## config.mk

```make
export PLATFORM = sky130hd
export DESIGN_NAME = fsqrt_iter
export DESIGN_NICKNAME = d
export VERILOG_FILES = /design/src/rtl/fsqrt_iter.sv
export SDC_FILE = /design/constraint.sdc
export NUM_CORES = 1
export LEC_CHECK = 0
export ABC_AREA = 1
export BUFFER_PORTS_ARGS = -buffer_cell sky130_fd_sc_hd__buf_4
export CORE_ASPECT_RATIO = 0.9
export CORE_MARGIN = 2
export CORE_UTILIZATION = 40
export DETAILED_ROUTE_END_ITERATION = 7
export MAX_ROUTING_LAYER = met4
export PLACE_DENSITY = 0.56
export SLEW_MARGIN = 15
export SYNTH_ARGS = -nofsm -noshare
export SYNTH_HDL_FRONTEND = slang
export SYNTH_SLANG_ARGS = --single-unit
```

## constraint.sdc

```tcl
create_clock -name clk -period 7.5 [get_ports clk]
set_clock_uncertainty 0.05 [all_clocks]
set_input_delay 0.75 -clock clk [delete_from_list [all_inputs] [get_ports clk]]
set_output_delay 0.75 -clock clk [all_outputs]
set_load 0.01 [all_outputs]
```

## src/rtl/fsqrt_iter.sv

```systemverilog
// fsqrt_iter: multi-cycle binary32 square root, radix-2 restoring recurrence, round-to-nearest-even.
// Define FSQRT_FLAGS_EN to add the flags output {invalid, inexact}.
module fsqrt_iter #(
  parameter logic [31:0] QNAN = 32'h7FC00000
) (
  input  logic        clk,
  input  logic        rst,
  input  logic        in_valid,
  output logic        in_ready,
  input  logic [31:0] num1,
  output logic        out_valid,
  input  logic        out_ready,
  output logic [31:0] sqrt_num
`ifdef FSQRT_FLAGS_EN
  ,
  output logic [1:0]  flags
`endif
);

  typedef enum logic [1:0] {IDLE, ITER, ROUND, DONE} state_t;

  state_t      state, state_next;
  logic [4:0]  cnt;
  logic [49:0] rad;
  logic [25:0] rem;
  logic [24:0] root;
  logic [7:0]  res_exp;

  logic        sign_in;
  logic [7:0]  exp_in;
  logic [22:0] frac_in;
  logic        accept, is_zero, is_inf, is_special;
  logic [31:0] special_res;
  logic [24:0] m_adj;
  logic [7:0]  exp_half;
  logic [27:0] rem_shift, trial;
  logic        take;
  logic        guard, sticky, round_up;
  logic [23:0] frac_rnd;

  assign {sign_in, exp_in, frac_in} = num1;
  assign in_ready   = (state == IDLE);
  assign out_valid  = (state == DONE);
  assign accept     = in_valid && in_ready;
  assign is_zero    = (exp_in == 8'h00);
  assign is_inf     = (exp_in == 8'hFF) && (frac_in == 23'd0);
  assign is_special = is_zero || (exp_in == 8'hFF) || sign_in;

  always_comb begin
    special_res = QNAN;
    if (is_zero)
      special_res = {sign_in, 31'd0};
    else if (is_inf && !sign_in)
      special_res = 32'h7F800000;
  end

  // floor((e-127)/2)+127 == floor((e+127)/2); an odd unbiased exponent (even e) doubles the mantissa
  assign exp_half = {1'b0, exp_in[7:1]} + (exp_in[0] ? 8'd64 : 8'd63);
  assign m_adj    = exp_in[0] ? {2'b01, frac_in} : {1'b1, frac_in, 1'b0};

  assign rem_shift = {rem, rad[49:48]};
  assign trial     = {1'b0, root, 2'b01};
  assign take      = (rem_shift >= trial);

  assign guard    = root[0];
  assign sticky   = (rem != 26'd0);
  assign round_up = guard && (sticky || root[1]);
  // A carry out of the fraction leaves the low 23 bits at zero, which is exactly the bumped-exponent encoding
  assign frac_rnd = {1'b0, root[23:1]} + {23'd0, round_up};

  always_ff @(posedge clk or posedge rst) begin
    if (rst)
      state <= IDLE;
    else
      state <= state_next;
  end

  always_comb begin
    state_next = state;
    case (state)
      IDLE:    if (accept) state_next = is_special ? DONE : ITER;
      ITER:    if (cnt == 5'd0) state_next = ROUND;
      ROUND:   state_next = DONE;
      DONE:    if (out_ready) state_next = IDLE;
      default: state_next = IDLE;
    endcase
  end

  always_ff @(posedge clk or posedge rst) begin
    if (rst) begin
      cnt      <= '0;
      rad      <= '0;
      rem      <= '0;
      root     <= '0;
      res_exp  <= '0;
      sqrt_num <= '0;
    end else begin
      case (state)
        IDLE: if (accept) begin
          cnt     <= 5'd24;
          rad     <= {m_adj, 25'd0};
          rem     <= '0;
          root    <= '0;
          res_exp <= exp_half;
          if (is_special) sqrt_num <= special_res;
        end
        ITER: begin
          rad  <= {rad[47:0], 2'b00};
          rem  <= take ? 26'(rem_shift - trial) : rem_shift[25:0];
          root <= {root[23:0], take};
          cnt  <= cnt - 5'd1;
        end
        ROUND: sqrt_num <= {1'b0, res_exp + {7'd0, frac_rnd[23]}, frac_rnd[22:0]};
        default: ;
      endcase
    end
  end

`ifdef FSQRT_FLAGS_EN
  logic is_nan, invalid_in;
  assign is_nan     = (exp_in == 8'hFF) && (frac_in != 23'd0);
  assign invalid_in = !is_zero && (is_nan || sign_in);

  always_ff @(posedge clk or posedge rst) begin
    if (rst)
      flags <= 2'b00;
    else if (state == IDLE && accept && is_special)
      flags <= {invalid_in, 1'b0};
    else if (state == ROUND)
      flags <= {1'b0, guard | sticky};
  end
`endif

endmodule
```

[Word-level counts from Yosys, hierarchy flattened]
Index checks and enable logic that the tools add are counted.
Word-level totals
  register bits after elaboration: 148
  output and inout port bits: 34
  word-level logic and storage cells: 61
  bits of input ports: 36
Cells by class
  add/sub/neg operators: 5
  magnitude comparators: 1
  equality and inequality tests: 8
  muxes and demuxes: 21
  reduce and logical (&&, ||, !) cells: 19
Operators by type and width (count)
  $pmux W50 S2: 1
  $mux W32: 3
  $pmux W32 S2: 1
  $mux W26: 2
  $pmux W26 S2: 1
  $mux W25: 2
  $mux W50: 1
  $pmux W25 S2: 1
  $ge A28 B27 Y1: 1
  $reduce_bool A26 Y1: 1
  $sub A26 B26 Y26: 1
  $add A23 B1 Y24: 1
  $logic_not A23 Y1: 1
  $mux W23: 1
  $pmux W5 S2: 1
  $add A7 B7 Y8: 1
  $add A8 B1 Y8: 1
  $eq A8 B8 Y1 const B: 1
  $logic_not A8 Y1: 1
  $mux W2: 4
  $pmux W2 S4: 1
  $mux W7: 1
  $ne A2 B1 Y1 const B: 3
  $reduce_and A3 Y1: 2
  other kinds (12): 20

[Depth between registers and ports, before layout]
Gate-level depths: netlist of the first run.
  depth in word-level cells: 8
  gate-level depth with buffers: 16
  gate-level depth less buffers: 15

[Worst setup path before layout of the first run]
OpenSTA, ideal clock, no wires.
  kind: input to register
  from: input port num1[23]
  to: register res_exp[6]
  path slack: 4.661 ns
  library setup time: 0.136 ns
  cell stages on the path: 12
  path buffers: 2
  required time: 7.314 ns
  data arrival time: 2.654 ns
  cell sequence: clkbuf_1 > inv_1 > clkbuf_1 > ha_1 > fa_1 > nand3_1 > nand3_1 > nand2_1 > nand2_1 > a21oi_1 > xor2_1 > o21ai_0
On the way
  longest elaborated chain between the ends: 2
Ends and longest elaborated chain
  start: declaration: RTL line 10  | input logic [31:0] num1,
  $mux W7: RTL line 58  | assign exp_half = {1'b0, exp_in[7:1]} + (exp_in[0] ? 8'd64 : 8'd63);
  $add A7 B7 Y8: RTL line 58
  end signal: assignment: RTL line 104  | res_exp <= exp_half;
  end: declaration: RTL line 27  | logic [7:0] res_exp;
Every way passes these cells.
A chain may end at the register's enable or synchronous reset.

[Worst setup path after layout of the first run]
  from: register state[1]
  to: register rad[34]
On the way
  longest elaborated chain between the ends: 4
  elaborated cells on any way between the ends: 7
  those cells by class: 2 x eq/ne; 1 x mux; 4 x reduce/logical
Ends and longest elaborated chain
  start: declaration: RTL line 22  | state_t state, state_next;
  start signal: assignment: RTL line 75  | state <= state_next;
  $logic_not A2 Y1: RTL line 42, 98
  $logic_and A1 B1 Y1: RTL line 44  | assign accept = in_valid && in_ready;
  $ne A2 B1 Y1 (no source line)
  $reduce_and A2 Y1 (no source line)
  end signal: assignment: RTL line 101  | rad <= {m_adj, 25'd0};
  end signal: assignment: RTL line 108  | rad <= {rad[47:0], 2'b00};
  end: declaration: RTL line 24  | logic [49:0] rad;
Parallel ways exist; a longest one is shown, timed or not.

==> results.tsv, run 1 <==
metric	value	unit
outcome	complete, no violations	
die_h	142	µm
drcViolationCount	0	
yosys.area_share.xor_xnor	3.31	%
post-dp-hpwl	17.7	mm
critPathCaptureType	register	
track_usage	22.8	%
dp_slack	4.07	ns
clock_sinks	123	
worst_slack	4.10	ns
grt_max_degree	71	
crit_fanout	38	
ioPinCount	70	
die_x	157	µm
antenna_found_initial	0	
syn_area_per_cell	6.99	µm²
ys_async_sr_fraction	100	%
first_iter_violations	544	
numCtsBuffers	17	
rows	50	
setup-tns-final	0	ns
wl_per_cell	15.1	µm
slew-limit-headroom	28.9	%
synth_compound_gate_area_share	10.9	%
fmax	0.294	GHz
syn-num-nets	1292	
cap_violations	0	
timing_worst_slew_pin_value	1.06	ns
core-area	20800	µm²
required	7.74	ns
finalSetupViolations	0	
grt_pass1_wl	39.1	mm
numPortBuffers	69	
cts_max_level	4	
synth_edf_count	0	
dieArea	22300	µm²
drive_above_1_share	9.93	%
ff2ff_path_depth	7	
cp_cell_sequence	inv_1 > ha_1 > inv_2 > nor2_2 > buf_4 > clkinv_1 > o221ai_1	
pwr_density_cell	524	nW/µm²
synth-simple-area-share	31.5	%
cts_resized	0	
gp_congestion	0.959	
wirelength	23.6	mm
synth-adder-area-share	6.89	%
nNetsFinal	1349	
crit_path_start_kind	register	
synth_top_family_by_area	simple AND/OR/NAND/NOR gates	
dr.pass1.iters	5	
antenna_left	0	
netlist_instances	1210	
clk_pin_slew_worst_paths	0.06	ns
synthFlopType	dfrtp_1	
vias	7923	
cts-root-buf	clkbuf_16	
avgViaCountPerCell	5.06	
clk_path_buf_depth	2	
fin_crit_sh	45.3	%
grt-ovfl-total	0	
cp_slowest_cell	clkinv_1	
hp-class	in -> async	
synth.distinct_cells	44	
postCtsSetupBuffers	0	
maxSlewViolCount	0	
area_growth	15.3	%
worstSetupPathType	reg -> reg	
ys_seq_area_share	36.4	%
initial_core_util	40.7	%
peakVddDrop	203	µV
worst_hold_slack	0.398	ns
rsz0062_at_grt	false	
ys.warnings.count	0	
hold_viol	0	
cts_tree	built	
slowest_delay	0.97	ns
synthMuxAreaShare	0.946	%
grt_pass1_vias	7700	
cp_data_arrival_time	3.64	ns
p_leak	4.96	nW
syn_area	8460	µm²
fin_crit	3.40	ns
ys_seq_elements	123	
diodes	0	
cts_hold_buf	0	
clock_latency	0.42	ns
-- area by class of cell --
cell class              count  area (µm²)
fillers                  2170       11000
multi-input cells         870        4550
flip-flops and latches    123        3080
inverters                 181         682
repair buffers             74         556
clock buffers              18         439
well taps                 286         358
clock inverters            13        93.8
-- stage by stage --
stage / cell area, µm² / instances / utilization [%] / total power [mW]
after floorplan: 8460 / 1210 / - / 3.52
after global placement: 9220 / 1534 / 44.4 / 4.32
after detailed placement: 9220 / 1534 / 44.4 / 4.32
after CTS: 9760 / 1565 / 47.0 / 5.11
after global routing: 9760 / 1565 / 47.0 / 5.65
final: 9760 / 1565 / 47.0 / 5.11
-- logic make-up (layout without fill, tap and decap cells) --
kind of cell / after synthesis / in the layout
compound gates: 155 / 155
buf+inv: 217 / 286
simple gates: 629 / 629
mux: 8 / 8
flops: 123 / 123
xor+xnor: 32 / 32
fa+ha+maj: 46 / 46
-- cell usage after synthesis (9+ instances only) --
master,n,share of area [%]
nor4_1,11,0.81
o221ai_1,16,1.7
o22ai_1,27,2.0
xor2_1,23,2.4
nor3_1,10,0.59
nand3_1,75,4.4
a21oi_1,40,2.4
ha_1,45,6.7
nor2_1,86,3.8
nand4_1,37,2.7
clkbuf_1,17,0.75
buf_2,12,0.71
o21ai_0,48,2.8
xnor2_1,9,0.93
dfrtp_1,123,36
nand2_1,392,17
inv_1,174,7.7
-- critical path, delay by kind of cell, from the launching register on --
kind,cells,cell delay (ns)
adder cells (fa/ha/maj),1,0.44
AO/OA/AOI/OAI,1,0.58
flip-flops,1,0.40
AND/OR/NAND/NOR,1,0.13
buffers and inverters,4,1.65
-- flip-flops by register name (all words and copies together), names as in the netlist --
| signal | count |
|---|---|
| rad | 25 |
| res_exp | 8 |
| sqrt_num | 32 |
| cnt | 5 |
| root | 25 |
| rem | 26 |
| state | 2 |
-- metal layers --
layer | wire [µm] | track usage [%] | vias up
li1 | - | - | 4064
met1 | 12000 | 32.7 | 3684
met2 | 10400 | 33.9 | 148
met3 | 873 | 3.59 | 27
met4 | 342 | 5.60 | 0
met5 | 0 | - | -
-- cell usage in the layout (no fill, tap or decap), types with 27 or more instances in the layout --
cell     count
nor2_1      85
a21oi_1     40
buf_4       74
dfrtp_1    123
nand2_1    392
o21ai_0     48
inv_1      173
nand3_1     75
ha_1        45
nand4_1     37
o22ai_1     27
-- power breakdown --
| group | switching (mW) | internal [mW] | total (mW) |
|---|---|---|---|
| Clock | 0.329 | 0.430 | 0.759 |
| Combinational | 2.11 | 1.08 | 3.19 |
| Sequential | 0.223 | 0.941 | 1.16 |
-- final timing paths --
check                             startpoint      endpoint  slack, ns
worst min register to register  sqrt_num[20]  sqrt_num[20]       0.43
worst min-delay path                     rst  sqrt_num[27]       0.40
max in group asynchronous                rst       rem[17]       5.60
worst max-delay path                state[1]       rad[34]       4.10
min in group clk                sqrt_num[20]  sqrt_num[20]       0.43
worst max register to register      state[1]       rad[34]       4.10
(Power assumes the default switching activity.)
==> run 2: changes to the inputs <==
--- a/config.mk
+++ b/config.mk
@@ -12,7 +12,7 @@
 export CORE_UTILIZATION = 40
 export DETAILED_ROUTE_END_ITERATION = 7
 export MAX_ROUTING_LAYER = met4
-export PLACE_DENSITY = 0.56
+export PLACE_DENSITY = 0.58
 export SLEW_MARGIN = 15
 export SYNTH_ARGS = -nofsm -noshare
 export SYNTH_HDL_FRONTEND = slang
==> constraint.sdc (replaced) <==
create_clock -name clk -period 2.9 [get_ports clk]
set_clock_uncertainty 0.05 [all_clocks]
set_input_delay 0.29 -clock clk [delete_from_list [all_inputs] [get_ports clk]]
set_output_delay 0.29 -clock clk [all_outputs]
set_load 0.01 [all_outputs]
==> run 2 against run 1 <==
  * Utilization increased by 1.3 points
  * Global-route usage increased by 0.31 points
  * Critical path type unchanged
  * Critical endpoint is now rem[23]
  * Combinational power rose to 2.6 times the previous value
==> results.tsv, run 2 (synthesized netlist as in run 1, its figures left out) <==
metric	value	unit
hold_viol	0	
wl_per_cell	15.0	µm
die_x	157	µm
cts_max_level	4	
combPwrFrac	60.9	%
rsz0062_at_grt	false	
mostFrequentLayoutCell	nand2_1	
required	3.17	ns
cts-root-buf	clkbuf_16	
vias	7983	
p_int	6.82	mW
cp_cell_sequence	inv_1 > ha_1 > nand2_1 > nor2_4 > nand2_1 > nor3_2 > nand3_1 > nand3_4 > nand3_1 > nand2_1 > nand2_1	
setup-tns-final	0	ns
peakVddDrop	495	µV
gp_congestion	0.953	
pwr_density_cell	1370	nW/µm²
rows	50	
regArea	3080	µm²
post-dp-hpwl	17.9	mm
p_seq_share	21.8	%
fmax	0.388	GHz
antenna_left	0	
cp_slowest_cell	dfrtp_1	
postCtsSetupBuffers	0	
fin_crit	2.58	ns
fillers	2133	
numCtsBuffers	17	
core-area	20800	µm²
finalSetupViolations	0	
slowest_delay	0.46	ns
slew-limit-headroom	43.5	%
stdcell_count	1582	
post-place-cells	1550	
clkPwrFrac	17.3	%
crit_path_frequent_cell	nand2_1	
p_leak	5.09	nW
dieArea	22300	µm²
clock_latency	0.43	ns
antenna_found_initial	0	
timing_worst_slew_pin_value	0.846	ns
critPathCaptureType	register	
largest_register	sqrt_num	
crit_path_start_kind	register	
ioPinCount	70	
maxSlewViolCount	0	
final_cell_mix	nand2_1, inv_1, dfrtp_1, buf_4, nor2_1	
first_iter_violations	397	
initial_core_util	40.7	%
cp_data_arrival_time	2.85	ns
outcome	complete, no violations	
grt_max_degree	49	
area_growth	18.6	%
nNetsFinal	1366	
clk_path_buf_depth	2	
power.switching	6.93	mW
hp-class	in -> reg	
clk_pin_slew_worst_paths	0.06	ns
avgViaCountPerCell	5.05	
worstSetupPathType	reg -> reg	
die_h	142	µm
track_usage	23.1	%
fin_crit_sh	89.0	%
largest_reg_flops	32	
numPortBuffers	69	
cap_violations	0	
grt_pass1_wl	39.5	mm
clock_sinks	123	
sw_frac_of_total	50.4	%
multi_input_area	4560	µm²
wirelength	23.8	mm
largestRegisters	sqrt_num: 32 flops, rem: 26 flops	
drcViolationCount	0	
crit_fanout	27	
cts_tree	built	
grt-ovfl-total	0	
dr.pass1.iters	5	
drive_above_1_share	11.1	%
diodes	0	
grt_pass1_vias	7671	
[run 2: cell count changes in the layout (fill, tap and decap cells not counted), sizes merged]
cell / previous run / this run
bufinv: 0 / 5
inv: 182 / 181
clkinvlp: 4 / 3
dlygate4sd3: 0 / 1
buf: 74 / 90
clkinv: 8 / 5
[run 2: power groups by stage]
stage	clock network (mW)	registers (mW)	logic, mW
3_3_place_gp	0	3.01	8.25
3_5_place_dp	0	3.01	8.28
5_1_grt	2.50	3.11	9.55
4_1_cts	2.41	2.99	8.33
6_report	2.38	3.00	8.37
2_1_floorplan	0	2.90	6.20
[run 2: critical path, delay by kind of cell, from the launching register on]
family,cells,cell delay (ns)
AND/OR/NAND/NOR,9,1.39
flip-flops,1,0.46
adder cells (fa/ha/maj),1,0.40
buffers and inverters,1,0.15
[run 2: path summary, 6_finish.rpt]
check	end	startpoint	cells past startpoint	slack, ns
max	rem[23]	root[10]	11	0.32
min	rad[25]	num1[0]	2	0.09
max reg2reg	rem[23]	root[10]	11	0.32
min reg2reg	sqrt_num[12]	sqrt_num[12]	2	0.43
max in group asynchronous	rem[13]	rst	4	1.55
min in group asynchronous	sqrt_num[2]	rst	3	0.54
[run 2: repair_timing]
item                                    CTS  global route
gates resized for setup                   0             2
hold buffers                              1             0
endpoints found under the setup margin    0             1
hold endpoints to repair                 12             0
[run 2: area by class of cell]
class	instances	area share, %
Multi-Input combinational cell	870	45.5
Sequential cell	123	30.7
Timing Repair Buffer	91	7.08
Inverter	181	6.81
Clock buffer	18	4.28
Tap cell	286	3.57
Clock inverter	13	2.13
[run 2: per-stage QoR]
| stage | power (mW) | cell area [µm²] | setup slack, ns | util, % | hold slack [ns] |
|---|---|---|---|---|---|
| 2_1_floorplan | 9.10 | 8460 | 0.521 | - | 0.394 |
| 3_3_place_gp | 11.3 | 9370 | 0.301 | 45.1 | 0.417 |
| 3_5_place_dp | 11.3 | 9370 | 0.312 | 45.1 | 0.424 |
| 4_1_cts | 13.7 | 10000 | 0.290 | 48.3 | 0.0813 |
| 5_1_grt | 15.2 | 10000 | 0.0153 | 48.3 | 0.0896 |
| 6_report | 13.8 | 10000 | 0.320 | 48.3 | 0.0926 |
[run 2: routing by layer]
metal | vias up | part of all wire [%] | track usage, % | wire (µm)
met5 | - | 0 | - | 0
met4 | 0 | 1.8 | 6.70 | 424
met3 | 29 | 4.7 | 3.53 | 1110
met2 | 168 | 44 | 34.8 | 10500
met1 | 3704 | 49 | 32.4 | 11800
li1 | 4082 | - | - | -
==> run 3: changes to the inputs <==
--- a/config.mk
+++ b/config.mk
@@ -5,14 +5,13 @@
 export SDC_FILE = /design/constraint.sdc
 export NUM_CORES = 1
 export LEC_CHECK = 0
-export ABC_AREA = 1
 export BUFFER_PORTS_ARGS = -buffer_cell sky130_fd_sc_hd__buf_4
 export CORE_ASPECT_RATIO = 0.9
 export CORE_MARGIN = 2
 export CORE_UTILIZATION = 40
 export DETAILED_ROUTE_END_ITERATION = 7
 export MAX_ROUTING_LAYER = met4
-export PLACE_DENSITY = 0.58
+export PLACE_DENSITY = 0.56
 export SLEW_MARGIN = 15
 export SYNTH_ARGS = -nofsm -noshare
 export SYNTH_HDL_FRONTEND = slang
==> constraint.sdc (replaced) <==
create_clock -name clk -period 2.6 [get_ports clk]
set_clock_uncertainty 0.05 [all_clocks]
set_input_delay 0.26 -clock clk [delete_from_list [all_inputs] [get_ports clk]]
set_output_delay 0.26 -clock clk [all_outputs]
set_load 0.01 [all_outputs]
==> run 3 against run 2 <==
  * The run now ends with negative setup slack left
  * Critical endpoint is now rem[18]
  * Highest routed layer unchanged
  * First-iteration DRC count down 16%
  * Combinational power down 6.2%
  * Cell area up 2.2%
  * Largest cell class unchanged
  * Sequential power down 2%
==> results.tsv, run 3 <==
metric	value	unit
synth_top_area_share	40.8	%
r2r_start	root[0]	
avgViaCountPerCell	5.17	
regArea	3080	µm²
synth_area_leaders	dfrtp_1, ha_1, nand2_1	
worst_slack	-0.0312	ns
crit_start	root[0]	
dp_slack	-0.183	ns
syn-num-nets	905	
cts_max_level	4	
finalSetupViolations	4	
fillers	1688	
die_h	134	µm
hp-class	in -> reg	
synth-adder-area-share	7.73	%
drive_above_1_share	31.1	%
fin_crit_sh	101	%
yosys-top-cells-count	dfrtp_1, nand2_1, o21ai_0	
numCtsBuffers	17	
timing_worst_slew_pin_value	0.620	ns
largest_register	sqrt_num	
peakVddDrop	580	µV
pwr_density_cell	1290	nW/µm²
grt-ovfl-total	0	
clock_sinks	123	
gp_congestion	0.853	
power.total	13.3	mW
clk_path_buf_depth	2	
largest_reg_flops	32	
setup-tns-final	-0.0926	ns
cts_tree	built	
area_growth	36.0	%
ys_seq_elements	123	
required	2.85	ns
netlist_instances	823	
maxSlewViolCount	0	
largestRegisters	sqrt_num: 32 flops, rem: 26 flops	
cp_slowest_cell	dfrtp_1	
synth_compound_gate_area_share	20.3	%
dr.pass1.iters	4	
synth-simple-area-share	14.1	%
ys_async_sr_fraction	100	%
rsz0062_at_grt	true	
synth_edf_count	0	
worstSetupPathType	reg -> reg	
final_cell_mix	buf_4, dfrtp_1, nand2_1, o21ai_0	
first_iter_violations	335	
drcViolationCount	0	
core-area	18500	µm²
timing.critical_path.to	rem[18]	
wl_per_cell	15.7	µm
diodes	0	
fmax	0.380	GHz
slew-limit-headroom	58.7	%
clock_latency	0.42	ns
rows	47	
syn_area_per_cell	9.17	µm²
slowest_delay	0.37	ns
ys_seq_area_share	40.8	%
nNetsFinal	1087	
synthFlopType	dfrtp_1	
initial_core_util	40.9	%
die_x	149	µm
clk_pin_slew_worst_paths	0.06	ns
synth_top_family_by_area	compound AO/OA/AOI/OAI gates	
numPortBuffers	69	
synth.distinct_cells	56	
grt_pass1_vias	6318	
cap_violations	0	
final_util	55.5	%
postPlaceCellArea	9230	µm²
r2r_setup_slack	-0.03	ns
ff2ff_path_depth	13	
track_usage	21.1	%
vias	6522	
synth_most_common_cell	dfrtp_1	
ioPinCount	70	
mostFrequentLayoutCell	buf_4	
violations	negative setup slack	
antenna_found_initial	0	
ys.warnings.count	0	
synthMuxAreaShare	5.86	%
crit_path_start_kind	register	
yosysTopAreaCell	dfrtp_1	
antenna_left	0	
cts-root-buf	clkbuf_16	
cp_data_arrival_time	2.88	ns
multi_input_area	4450	µm²
grt_max_degree	55	
critPathCaptureType	register	
timing.rr.end	rem[18]	
p_leak	4.70	nW
outcome	finished with violations	
post-dp-hpwl	14.7	mm
wirelength	19.9	mm
dieArea	20000	µm²
cp_cell_sequence	inv_2 > buf_6 > ha_4 > nor2b_4 > o21bai_4 > a31o_4 > a21oi_4 > or3_4 > a311oi_4 > nor2_4 > buf_12 > mux2i_1 > o211ai_2	
grt_pass1_wl	32.8	mm
yosys.area_share.xor_xnor	6.62	%
final_area	10300	µm²
syn_area	7540	µm²
fin_crit	2.63	ns
hold_viol	0	
crit_fanout	10	
-- run 3: cell types whose count changed after synthesis, moves of 17 or more --
cell / previous run / this run
clkbuf_1: 17 / 34
inv_1: 174 / 47
mux2i_1: 8 / 43
nand2_1: 392 / 115
nand3_1: 75 / 21
nand4_1: 37 / 9
nor2_1: 86 / 40
o21ai_1: 4 / 28
o221a_2: 0 / 19
xnor2_1: 9 / 41
-- run 3: area by class of cell --
class | instances | share of cell area [%]
flip-flops and latches | 123 | 30.0
repair buffers | 201 | 15.8
inverters | 47 | 1.76
clock buffers | 21 | 4.68
clock inverters | 10 | 1.37
multi-input cells | 615 | 43.4
well taps | 245 | 2.99
-- run 3: cells by family after synthesis --
kind of cell / Yosys count
AND/OR/NAND/NOR: 237
multiplexers: 44
buffers and inverters: 85
XOR/XNOR: 57
flip-flops: 123
AO/OA/AOI/OAI: 231
adder cells (fa/ha/maj): 46
-- run 3: metal layers --
layer	GRT usage, %	vias up	wire length (µm)
li1	-	3322	-
met1	31.0	3073	10500
met2	29.7	104	8460
met3	3.40	23	615
met4	6.88	0	334
met5	-	-	0
-- run 3: how the worst min path moves through the flow --
stage	to	from	cells after the start	slack [ns]
floorplan	sqrt_num[31]	num1[31]	2	0.35
global placement	rem[4]	rst	2	0.14
detailed placement	rem[4]	rst	2	0.15
CTS	rad[25]	num1[0]	2	0.05
global route	rad[25]	num1[0]	2	0.06
finish	rad[25]	num1[0]	2	0.06
-- run 3: metrics by stage --
| step | instances | hold WS [ns] |
|---|---|---|
| floorplan | 823 | 0.346 |
| global placement | 1222 | 0.143 |
| detailed placement | 1222 | 0.147 |
| CTS | 1257 | 0.0488 |
| global route | 1262 | 0.0612 |
| finish | 1262 | 0.0616 |
-- run 3: timing repair --
item | CTS | global route
buffers inserted | 2 | 4
hold endpoints to repair | 87 | 0
endpoints found under the setup margin | 33 | 35
pin swaps | 10 | 26
hold buffers | 1 | 0
gates cloned | 1 | 1
gates resized for setup | 23 | 42
-- run 3: power by group --
part	internal [mW]	switching (mW)
registers	2.51	0.421
logic	3.83	4.02
clock network	1.60	0.879
-- run 3: critical path, delay by kind of cell (launching register included) --
| family | cells | cell delay, ns |
|---|---|---|
| buf+inv | 3 | 0.40 |
| fa+ha+maj | 1 | 0.19 |
| flops | 1 | 0.37 |
| compound gates | 5 | 0.72 |
| mux | 1 | 0.19 |
| simple gates | 3 | 0.60 |
